==> src/rtl/pdm_demod_pkg.sv <==
// -----------------------------------------------------------------------------
// pdm_demod_pkg
// Shared definitions for the PDM receive path: default CIC geometry, the
// mapping of a PDM bit onto a +/-1 step, and the positive-saturation helper
// used by the demodulator output stage and by filter test logic.
// No ports (package).
// -----------------------------------------------------------------------------
package pdm_demod_pkg;

    // Default CIC geometry: third order, decimation ratio 2^5 = 32.
    localparam int ORDER_DEF      = 3;
    localparam int DECIM_LOG2_DEF = 5;

    // PDM bit value mapping: a 1 contributes +1, a 0 contributes -1.
    localparam logic signed [1:0] PDM_POS = 2'sb01;
    localparam logic signed [1:0] PDM_NEG = 2'sb11;

    // Working width of the saturation helper; wide enough for any legal
    // ORDER*DECIM_LOG2 combination.
    localparam int SAT_W = 64;

    // Clamp v to the largest positive value representable in out_w signed
    // bits. Negative values are passed through untouched: a CIC output never
    // goes below -2^(out_w-1), so only the single +2^(out_w-1) case needs help.
    function automatic logic signed [SAT_W-1:0] sat_pos(
        input logic signed [SAT_W-1:0] v,
        input int unsigned             out_w
    );
        logic signed [SAT_W-1:0] lim;
        lim = SAT_W'(1);
        lim = (lim <<< (out_w - 1)) - SAT_W'(1);
        return (v > lim) ? lim : v;
    endfunction

endpackage

==> src/rtl/pdm_demod_comb.sv <==
// -----------------------------------------------------------------------------
// cic_comb
// One CIC comb (differentiator) stage with differential delay 1:
//   y_o = x_i - x_i(previous enabled cycle), all modulo 2^W.
// Ports:
//   clk    in  1  rising-edge clock
//   rst_n  in  1  synchronous active-low clear of the delay register
//   en_i   in  1  captures x_i into the delay register on this edge
//   x_i    in  W  stage input
//   y_o    out W  combinational difference
// -----------------------------------------------------------------------------
module cic_comb
    import pdm_demod_pkg::*;
#(
    parameter int W = ORDER_DEF * DECIM_LOG2_DEF + 2
) (
    input  logic         clk,
    input  logic         rst_n,
    input  logic         en_i,
    input  logic [W-1:0] x_i,
    output logic [W-1:0] y_o
);

    logic [W-1:0] dly_q;

    // Wrapping subtraction is intended; the CIC relies on modulo arithmetic.
    assign y_o = x_i - dly_q;

    // NOTE: state registers use non-blocking assignments so every stage reads
    // the pre-edge value of its neighbour, independent of process order.
    // NOTE: the delay register is cleared on reset like any other state; a
    // stale value here would leak into the first sample after reset.
    always_ff @(posedge clk) begin
        if (!rst_n) begin
            dly_q <= '0;
        end else if (en_i) begin
            dly_q <= x_i;
        end
    end

endmodule

==> src/rtl/pdm_demod.sv <==
// -----------------------------------------------------------------------------
// pdm_demod
// CIC decimator that turns a 1-bit pulse-density stream back into signed PCM.
// ORDER integrators run at the bit rate, ORDER combs run at the frame rate
// (one frame = 2^DECIM_LOG2 accepted bits), then a saturating output register.
// Ports:
//   clk         in  1      rising-edge clock
//   rst_n       in  1      synchronous active-low reset
//   in_en       in  1      qualifies in_bit on this cycle
//   in_bit      in  1      PDM bit, 1 -> +1, 0 -> -1
//   out_sample  out OUT_W  signed decimated sample, held between strobes
//   out_valid   out 1      one-cycle strobe marking a new out_sample
// Latency: last bit of a frame accepted at edge k -> out_valid after edge k+2.
// -----------------------------------------------------------------------------
module pdm_demod
    import pdm_demod_pkg::*;
#(
    parameter int  ORDER      = ORDER_DEF,
    parameter int  DECIM_LOG2 = DECIM_LOG2_DEF,
    localparam int W          = ORDER * DECIM_LOG2 + 2,
    localparam int OUT_W      = ORDER * DECIM_LOG2 + 1
) (
    input  logic                    clk,
    input  logic                    rst_n,
    input  logic                    in_en,
    input  logic                    in_bit,
    output logic signed [OUT_W-1:0] out_sample,
    output logic                    out_valid
);

    // ---------------------------------------------------------------- input map
    logic signed [1:0] in_val;
    logic [W-1:0]      step;

    assign in_val = in_bit ? PDM_POS : PDM_NEG;
    assign step   = W'(in_val);   // sign-extends the +/-1

    // ------------------------------------------------------------- integrators
    // The chain is combinational within one cycle so that, after the edge that
    // accepts a bit, the last integrator already contains that bit.
    for (genvar k = 0; k < ORDER; k++) begin : g_int
        logic [W-1:0] acc_q;
        logic [W-1:0] acc_d;

        if (k == 0) begin : g_first
            assign acc_d = acc_q + step;
        end else begin : g_next
            assign acc_d = acc_q + g_int[k-1].acc_d;
        end

        always_ff @(posedge clk) begin
            if (!rst_n) begin
                acc_q <= '0;
            end else if (in_en) begin
                acc_q <= acc_d;
            end
        end
    end

    // ------------------------------------------------------ decimation counter
    logic [DECIM_LOG2-1:0] cnt_q;
    logic [DECIM_LOG2-1:0] cnt_d;
    logic                  frame_end;
    logic                  dec_stb_q;

    assign cnt_d     = cnt_q + 1'b1;          // wraps from R-1 to 0
    assign frame_end = in_en && (&cnt_q);     // accepted bit at count R-1

    always_ff @(posedge clk) begin
        if (!rst_n) begin
            cnt_q     <= '0;
            dec_stb_q <= 1'b0;
        end else begin
            if (in_en) begin
                cnt_q <= cnt_d;
            end
            dec_stb_q <= frame_end;
        end
    end

    // ------------------------------------------------------------------- combs
    for (genvar k = 0; k < ORDER; k++) begin : g_comb
        logic [W-1:0] x;
        logic [W-1:0] y;

        if (k == 0) begin : g_first
            assign x = g_int[ORDER-1].acc_q;
        end else begin : g_next
            assign x = g_comb[k-1].y;
        end

        cic_comb #(
            .W (W)
        ) u_comb (
            .clk   (clk),
            .rst_n (rst_n),
            .en_i  (dec_stb_q),
            .x_i   (x),
            .y_o   (y)
        );
    end

    // ------------------------------------------------------------ output stage
    // Comb result is registered first, then saturated/truncated into the port.
    logic signed [W-1:0]     comb_res_q;
    logic                    res_stb_q;
    logic signed [SAT_W-1:0] res_ext;
    logic signed [OUT_W-1:0] out_d;

    assign res_ext = SAT_W'(comb_res_q);
    // The comb result spans [-2^(W-2), +2^(W-2)]; only the top value needs
    // clamping, everything else fits OUT_W bits exactly.
    assign out_d   = OUT_W'(sat_pos(res_ext, OUT_W));

    always_ff @(posedge clk) begin
        if (!rst_n) begin
            comb_res_q <= '0;
            res_stb_q  <= 1'b0;
            out_sample <= '0;
            out_valid  <= 1'b0;
        end else begin
            if (dec_stb_q) begin
                comb_res_q <= g_comb[ORDER-1].y;
            end
            res_stb_q <= dec_stb_q;
            if (res_stb_q) begin
                out_sample <= out_d;
            end
            out_valid <= res_stb_q;
        end
    end

endmodule

==> config.mk <==
export PLATFORM = sky130hd
export DESIGN_NAME = pdm_demod
export DESIGN_NICKNAME = d
export VERILOG_FILES = /design/src/rtl/pdm_demod_pkg.sv /design/src/rtl/pdm_demod_comb.sv /design/src/rtl/pdm_demod.sv
export SDC_FILE = /design/constraint.sdc
export NUM_CORES = 1
export LEC_CHECK = 0
export ABC_AREA = 1
export CORE_UTILIZATION = 57
export CTS_CLUSTER_SIZE = 8
export DETAILED_ROUTE_END_ITERATION = 12
export PLACE_DENSITY = 0.75
export SLEW_MARGIN = 20
export SYNTH_ARGS = -nofsm -noshare
export SYNTH_HDL_FRONTEND = slang
export SYNTH_SLANG_ARGS = --single-unit
==> constraint.sdc <==
create_clock -name clk -period 5.8 [get_ports clk]
set_clock_uncertainty 0.15 [all_clocks]
set_input_delay 1.74 -clock clk [delete_from_list [all_inputs] [get_ports clk]]
set_output_delay 1.74 -clock clk [all_outputs]
set_load 0.02 [all_outputs]
==> results_dict.tcl <==
set metrics [dict create \
    status "complete, no violations" \
    coreArea_sq_um 16760 \
    synthDistinctLibCells 45 \
    gp_routability_congestion 0.8967 \
    cap_violations 0 \
    multi_input_area_sq_um 6062 \
    std_cell_rows 47 \
    start_kind "primary input" \
    syn_nets 1502 \
    r2r_end "comb_res_q[16]" \
    final_cell_mix "258 x inv_1, 168 x nand2_1, 155 x a21oi_1" \
    hold_class "flop to flop" \
    cp_max_fo 6 \
    endpoint_kind "flop" \
    clk_latency_ns 0.43 \
    grt_use_total 0.2552 \
    drc 0 \
    vias 8990 \
    die_w_um 133.5 \
    path_common_cell "nand2_1" \
    tightest_slew_ns 0.9510 \
    antenna_found_initial 0 \
    hold_viol 0 \
    start_util 0.5885 \
    synth_warnings 0 \
    finalCritPeriodShare 0.9710 \
    r2r_cells 26 \
    fmax_mhz 177.6 \
    reg2reg_from "g_comb[0].u_comb.dly_q[2]" \
    cp.arrival_ns 5.85 \
    dp_slack_ns -0.7827 \
    worstHoldEndpoint "out_sample[15]" \
    regArea_sq_um 2863 \
    holdCritStartpoint "comb_res_q[16]" \
    clockBufferDepth 2 \
    cts_made_buffers 17 \
    wl_mm 22.52 \
    finalCriticalPeriod_ns 5.632 \
    final.setup.worst_slack_ns 0.1683 \
    drv_slew 0 \
    synth_ff_type "dfxtp_1" \
    syn-mean-instance-area_sq_um 7.081 \
    fill_cells 1369 \
    path_clk_slew_ns 0.06 \
    detailed_place_hpwl_mm 15.73 \
    critPathMaxStageDelay_ns 0.39 \
    port_buffers 20 \
    cts_tree "yes" \
    overflow 0 \
    r2r_setup_slack_ns 1.06 \
    ant_nets 0 \
    synth-edff-count 0 \
    die_y_um 133.5 \
    synth-async-reset-ratio 0 \
    routedWlPerCell_um 12.92 \
    drt_first_pass_iters 5 \
    drive_gt1_frac 0.1576 \
    crit_required_ns 6.02 \
    min_path_cells 2 \
    ios 21 \
    slew_headroom 0.3660 \
    yosysSeqAreaShare 0.2902 \
    worst_path_max_delay_cell "fa_2" \
    grt_pass1_wl_mm 36.92 \
    final_common_cell "inv_1" \
    area_growth_pct 21.12 \
    n_antenna_cell 0 \
    first_iter_violations 375 \
    path_class "primary input to flop" \
    ys_ff_latch 143 \
    htree_levels 4 \
    synth_area_sq_um 9863 \
    synth_cells 1393 \
    crit_path_start "in_bit" \
    hold_buffers 0 \
    die_area_sq_um 17830 \
    vias_per_cell 5.158 \
    grt_max_degree 81 \
    grt_pass1_vias 8693 \
    clock_sinks 143 \
    setup_viol 0 \
    root_buffer "clkbuf_16" \
    nNetsFinal 1619 \
]
synth_stat cells (3+ instances only):
master / count / share of area
xor2_1: 57 / 0.051
nand2_2: 16 / 0.010
buf_6: 3 / 0.0034
a211oi_1: 4 / 0.0030
xnor2_1: 24 / 0.021
o21ai_2: 6 / 0.0053
nand4_1: 4 / 0.0025
and2_1: 3 / 0.0019
clkbuf_1: 34 / 0.013
fa_1: 6 / 0.012
nor3_1: 8 / 0.0041
o21bai_1: 7 / 0.0053
nor2_1: 98 / 0.037
nand3_1: 44 / 0.022
nand3b_1: 7 / 0.0053
dfxtp_1: 143 / 0.29
nand3_2: 9 / 0.0091
ha_1: 99 / 0.13
o21ai_0: 134 / 0.068
o21ai_1: 15 / 0.0076
o211ai_1: 5 / 0.0038
a21o_1: 11 / 0.0084
a21oi_1: 163 / 0.083
a21oi_2: 7 / 0.0062
a31oi_1: 22 / 0.014
inv_1: 261 / 0.099
buf_1: 6 / 0.0023
nand2_1: 174 / 0.066
a21boi_1: 3 / 0.0023
per-stage QoR:
| stage | setup TNS, ns | instance area [sq um] | hold WS, ns | utilization | std cells |
|---|---|---|---|---|---|
| after floorplan | 0 | 9863 | 0.2840 | - | 1393 |
| after global placement | -3.112 | 10940 | 0.2998 | 0.6525 | 1695 |
| after detailed placement | -4.190 | 10940 | 0.3038 | 0.6525 | 1695 |
| after CTS | 0 | 11660 | 0.3142 | 0.6955 | 1735 |
| after global routing | -0.07754 | 11950 | 0.3344 | 0.7128 | 1743 |
| final | 0 | 11950 | 0.3144 | 0.7128 | 1743 |
layer usage:
metal,wire (um),GRT usage,vias to the layer above
li1,-,-,4772
met1,9366,0.2607,4033
met2,11910,0.5072,133
met3,577,0.04376,52
met4,670,0.09975,0
met5,0,0,-
worst max path at each step:
stage                            to  slack [ns]  cells after the start
finish              g_comb[0].x[16]        0.17                     31
global route        g_comb[0].x[16]       -0.08                     31
CTS                 g_comb[0].x[16]        0.01                     30
detailed placement  g_comb[0].x[16]       -0.78                     30
global placement    g_comb[0].x[16]       -0.53                     30
floorplan           g_comb[0].x[16]        0.01                     27
worst max-delay path: cells and delay by family:
family,cells,cell delay [ns]
xor gates and xnor gates,2,0.46
AOI/OAI and AO/OA,5,0.73
and+or+nand+nor,15,1.38
adders and majority gates,3,0.97
buffers and inverters,6,0.58
repair_timing:
action / CTS / global route
gates resized for setup: 9 / 44
buffers inserted: 8 / 8
pin swaps: 4 / 21
setup endpoints to repair: 6 / 5
final cells by class:
| cell class | instances | share of cell area |
|---|---|---|
| Inverter | 262 | 0.08274 |
| Clock inverter | 12 | 0.01550 |
| Multi-Input combinational cell | 942 | 0.5074 |
| Tap cell | 220 | 0.02304 |
| Timing Repair Buffer | 144 | 0.09510 |
| Clock buffer | 20 | 0.03655 |
| Sequential cell | 143 | 0.2396 |
state kept, by name (all words and copies together) (netlist names):
name and cells:
dec_stb_q 1, out_sample 16, comb_res_q 17, out_valid 1, g_int.acc_q 34, g_comb.x 17
res_stb_q 1, g_comb.u_comb.dly_q 51, cnt_q 5
kinds of logic (layout without fill, tap and decap cells):
logic type,after synthesis,in the layout,share of synthesized area
AND/OR/NAND/NOR,371,371,0.1650
buffers and inverters,308,438,0.1210
XOR/XNOR,81,81,0.07193
AO/OA/AOI/OAI,385,385,0.2140
adder cells (fa/ha/maj),105,105,0.1378
flip-flops,143,143,0.2902
Power is left out: the tool's default activity adds up to more than one toggle a clock period on the data nets, which glitch-free logic cannot reach.
